File: config.mk
export PLATFORM = sky130hd
export DESIGN_NAME = seq_multiplier_4
export DESIGN_NICKNAME = d
export VERILOG_FILES = /design/src/rtl/seq_multiplier_4.sv
export SDC_FILE = /design/constraint.sdc
export NUM_CORES = 1
export LEC_CHECK = 0
export CORE_AREA = 2 2 53 55
export CTS_CLUSTER_SIZE = 8
export DETAILED_ROUTE_END_ITERATION = 8
export DIE_AREA = 0 0 55 57
export GPL_TIMING_DRIVEN = 0
export PLACE_DENSITY = 0.75
export RECOVER_POWER = 100
export SLEW_MARGIN = 30
export SYNTH_ARGS = -nofsm -noshare
export SYNTH_HDL_FRONTEND = slang
export SYNTH_HIERARCHICAL = 1
export SYNTH_SLANG_ARGS = --single-unit
File: constraint.sdc
create_clock -name clk -period 2.9 [get_ports clk]
set_input_delay 0.435 -clock clk [delete_from_list [all_inputs] [get_ports clk]]
set_output_delay 0.435 -clock clk [all_outputs]
set_load 0.005 [all_outputs]
File: src/rtl/seq_multiplier_4.sv
// Sequential 4x4 unsigned shift-add multiplier built around one 4-bit ripple adder.
// One add-and-shift per clock; start/busy/done handshake; registered outputs only.

// 4-bit ripple-carry adder used as the multiplier datapath.
module full_adder_4 (
  input  logic [3:0] a,
  input  logic [3:0] b,
  input  logic       carry_in,
  output logic [3:0] sum,
  output logic       carry_out
);

  logic [4:0] carry;

  assign carry[0] = carry_in;

  // One full-adder cell per bit, carry rippling upward.
  for (genvar i = 0; i < 4; i++) begin : g_bit
    assign sum[i]     = a[i] ^ b[i] ^ carry[i];
    assign carry[i+1] = (a[i] & b[i]) | (carry[i] & (a[i] ^ b[i]));
  end

  assign carry_out = carry[4];

endmodule

module seq_multiplier_4 #(
  parameter int unsigned WIDTH = 4
) (
  input  logic                 clk,
  input  logic                 rst_n,
  input  logic                 start,
  input  logic [WIDTH-1:0]     multiplicand,
  input  logic [WIDTH-1:0]     multiplier,
  output logic                 busy,
  output logic                 done,
  output logic [2*WIDTH-1:0]   product
);

  localparam int unsigned PW = 2 * WIDTH;
  localparam int unsigned CW = 2;

  // The datapath is a single 4-bit adder; any other width cannot be built.
  if (WIDTH != 4) begin : g_width_check
    $error("seq_multiplier_4: WIDTH must be 4");
  end

  typedef enum logic [1:0] {
    IDLE = 2'd0,
    CALC = 2'd1,
    DONE = 2'd2
  } state_t;

  state_t             state, state_nxt;
  logic [WIDTH-1:0]   a_reg, a_nxt;
  logic [WIDTH-1:0]   p_hi, p_hi_nxt;
  logic [WIDTH-1:0]   q_reg, q_nxt;
  logic [CW-1:0]      count, count_nxt;
  logic [PW-1:0]      product_nxt;

  logic [WIDTH-1:0]   add_b;
  logic [WIDTH-1:0]   add_sum;
  logic               add_co;
  logic [PW-1:0]      shifted;

  // Multiplicand is gated by the current multiplier LSB; the adder is always in the path.
  assign add_b = q_reg[0] ? a_reg : WIDTH'(0);

  full_adder_4 u_adder (
    .a         (p_hi),
    .b         (add_b),
    .carry_in  (1'b0),
    .sum       (add_sum),
    .carry_out (add_co)
  );

  // 9-bit right shift of {carry, sum, Q} dropping the consumed multiplier bit.
  assign shifted = {add_co, add_sum, q_reg[WIDTH-1:1]};

  // State, datapath and output registers.
  always_ff @(posedge clk or negedge rst_n) begin
    if (!rst_n) begin
      state   <= IDLE;
      a_reg   <= '0;
      p_hi    <= '0;
      q_reg   <= '0;
      count   <= '0;
      product <= '0;
      busy    <= 1'b0;
      done    <= 1'b0;
    end else begin
      state   <= state_nxt;
      a_reg   <= a_nxt;
      p_hi    <= p_hi_nxt;
      q_reg   <= q_nxt;
      count   <= count_nxt;
      product <= product_nxt;
      busy    <= (state_nxt == CALC);
      done    <= (state_nxt == DONE);
    end
  end

  // Next-state and datapath update; operands are loaded only on an accepted start.
  always_comb begin
    state_nxt   = state;
    a_nxt       = a_reg;
    p_hi_nxt    = p_hi;
    q_nxt       = q_reg;
    count_nxt   = count;
    product_nxt = product;

    unique case (state)
      IDLE, DONE: begin
        if (start) begin
          state_nxt = CALC;
          a_nxt     = multiplicand;
          q_nxt     = multiplier;
          p_hi_nxt  = '0;
          count_nxt = '0;
        end else begin
          state_nxt = IDLE;
        end
      end
      CALC: begin
        p_hi_nxt  = shifted[PW-1:WIDTH];
        q_nxt     = shifted[WIDTH-1:0];
        count_nxt = count + CW'(1);
        if (count == CW'(3)) begin
          state_nxt   = DONE;
          product_nxt = shifted;
        end
      end
      default: state_nxt = IDLE;
    endcase
  end

endmodule

==> key figures <==
Finish
  • Post-layout util: 58.4%
  • Post-route cell area: 0.00153 mm²
  • N_diodes: 0
  • Largest register FFs: 8
  • Share of layout cells above drive strength 1: between 10% and 20%
  • Most flops, register: product
  • Fin cells: 149
  • Synth-to-layout area growth: 21.5%
  • NumNets Final: 135

Hold path
  • Hold WC Path Type: in2async

Worst setup path
  • Critical Path Source Type: register
  • CP max stage delay: 480 ps
  • WS Path Type: reg2reg
  • CP Data Arrival Time: 2800 ps
  • CP required: 3110 ps
  • Worst path slowest cell: fa_1
  • Crit end category: register
  • Worst-path maximum fanout: 6
  • Critical-path cell list: and2_0 > fa_1 > inv_1 > fa_1 > inv_1 > fa_1 > inv_1 > fa_1 > inv_1 > mux2_2 > a22o_1

Place
  • Cells after DPL: 145
  • Post-DP HPWL: approximately 1500 µm
  • I/O Buffers: 19
  • Placed cell area: 0.00148 mm²
  • GP Congestion: 0.839

Routing
  • Routed Antenna Nets: 0
  • DRT Pass-1 Iters: 4
  • Vias: 775
  • Remaining DRCs: 0
  • Detailed Route WL: 2040 µm
  • Vias per cell: 5.20
  • DR iter-0 viols: 7
  • Routed wire length per instance: roughly 14 µm

Logic synthesis
  • Cell Area, Synth: 0.00126 mm²
  • Synth Register Bits: 26
  • Simple-Gate Fraction of Synth Area: 5.67%
  • Largest family of logic cells by synthesized area: multiplexers
  • Synth Flop Type: dfrtp_1
  • Seq/Total Area, Yosys: 51.7%
  • Synth cell types: 19
  • Mux cell area share after synthesis: 24.8%
  • Adder-cell share of the synthesized area: 7.36%
  • Post-synth top cells: dfrtp_1, inv_1, mux2i_1, mux2_2, mux2_1
  • Post-Syn Instances: 95
  • Top-area cell type share of the netlist area: 51.7%
  • Post-synth net total: 111
  • Compound-gate portion of the synthesized area: under 10%
  • Post-synth EDFFs: 0
  • Cell with the most instances after synthesis: dfrtp_1
  • Synth Area in XOR/XNOR: less than 1%
  • Synth area leaders: dfrtp_1, mux2i_1, mux2_2, mux2_1, fa_1
  • Post-synthesis async set-or-reset flop share: 100%
  • Top cell type by total area after synthesis: dfrtp_1
  • Synth warn: 6
  • Syn Area/Cell: 13.2 µm²

Floorplan
  • # rows: 19
  • Die width: 55 µm
  • Floorplan core area: 0.00262 mm²
  • Die ar.: 0.00314 mm²
  • Die Y: 57 µm
  • I/O Pins: 21
  • Initial Utilization: a little under 50%

CTS
  • CTS Hold Bufs: 0
  • Root Driver: clkbuf_4
  • Post-CTS Resized: 0
  • Sink Count: 26
  • CTS max path bufs: 2
  • H-Tree Depth: 1
  • Post-CTS Setup Bufs: 0
  • Clk_lat worst skew: roughly 320 ps
  • Total CTS buffers: 3
  • CTS tree: built
  • Clock transition at path regs: about 150 ps

Outcome
  • Status: finished clean

Timing
  • Clock skew: 16.0 ps
  • Worst slew pin tran: between 1000 and 1500 ps
  • Unrepaired setup endpoints after global routing: no
  • Max Freq: slightly below 400 MHz
  • Headroom to the max-slew limit: 9.09%
  • Final Hold Fails: 0
  • Period utilization: 89.4%
  • Setup violators final: 0
  • Final slew viol count: 0
  • Setup TNS Final: 0 ps
  • Final Critical Period: 2590 ps

Global routing
  • Largest net degree at the start of global routing: 27
  • Met3 usage: 2.36%
  • Vias in the first global route: 836
  • Met1 usage: about a fifth
  • Gr busiest metal: met2
  • First-pass GRT wire length: between 3000 and 4000 µm
  • Overall routing resource usage: 15.6%
  • Met2 Resource Use GR: between 20% and 30%
  • Antenna violations before repair: 0
  • GR Overflow Total: 0

Power
  • Power per Cell Area: between 1000 and 1500 mW/mm²
  • VDD IR-drop max: 0.000559 V
  • Leakage power: ~0.73 nW

Run
  • Max cap viols: 0
## cell type report
class                   instances  area (µm²)
plain buffers                   4        17.5
clock buffers                   3        22.5
clock inverters                 1        30.0
fillers                       234        1090
inverters                      12        45.0
multi-input cells              53         539
flip-flops and latches         26         651
well taps                      31        38.8
repair buffers                 19         184
## critical path: cells and delay by family, from the launching register on
| kind | cells | cell delay, ps |
|---|---|---|
| compound gates | 1 | 170 |
| fa+ha+maj | 4 | 1170 |
| mux | 1 | 250 |
| flops | 1 | 450 |
| buf+inv | 4 | 240 |
| simple gates | 1 | 210 |
## layout by cell type, fill, tap and decap left out, drive strengths merged
cell | Yosys | layout
bufinv | 0 | 1
fa | 4 | 4
or2 | 2 | 2
mux2 | 17 | 17
clkdlybuf4s50 | 0 | 8
nor3b | 2 | 2
nor2 | 1 | 1
and2b | 1 | 1
mux2i | 12 | 12
dlygate4sd3 | 0 | 10
conb | 1 | 1
nand3b | 1 | 1
inv | 12 | 12
a21o | 1 | 1
buf | 4 | 2
dfrtp | 26 | 26
ha | 1 | 1
and2 | 4 | 4
a22o | 5 | 5
clkbuf | 0 | 6
xnor2 | 1 | 1
## metrics by stage
| stage | power (mW) | setup WS (ps) | hold slack [ps] |
|---|---|---|---|
| after detailed placement | 1.40 | 357 | 475 |
| after CTS | 1.64 | 320 | 106 |
| after floorplan | 1.13 | 555 | 139 |
| after global routing | 1.74 | 157 | 491 |
| final | 1.59 | 307 | 389 |
| after global placement | 1.36 | 408 | 473 |
## per-layer routing
metal	vias to the layer above	wire, µm
li1	367	-
met1	394	925
met2	12	1030
met3	2	62
met4	0	17
met5	-	0
## power breakdown
group	switching, mW	total [mW]	internal [mW]
sequential	0.108	0.638	0.530
combinational	0.294	0.705	0.410
clock	0.106	0.246	0.140
total	0.508	1.59	1.08
## worst paths after layout
| kind | startpoint | to | slack, ps | cells past startpoint |
|---|---|---|---|---|
| min in group clk | product[6] | product[6] | 510 | 1 |
| worst max register to register | q_reg[0] | p_hi[2] | 310 | 11 |
| worst min register to register | product[6] | product[6] | 510 | 1 |
| max in group asynchronous | rst_n | a_reg[3] | 1700 | 1 |
| worst max-delay path | q_reg[0] | p_hi[2] | 310 | 11 |
| worst min-delay path | rst_n | product[7] | 390 | 1 |
## logic make-up after synthesis
family          count (synthesis)
other cells                     1
mux                            29
compound gates                  6
buf+inv                        16
xor+xnor                        1
flops                          26
fa+ha+maj                       5
simple gates                   11
Power figures use the tool's default switching activity.
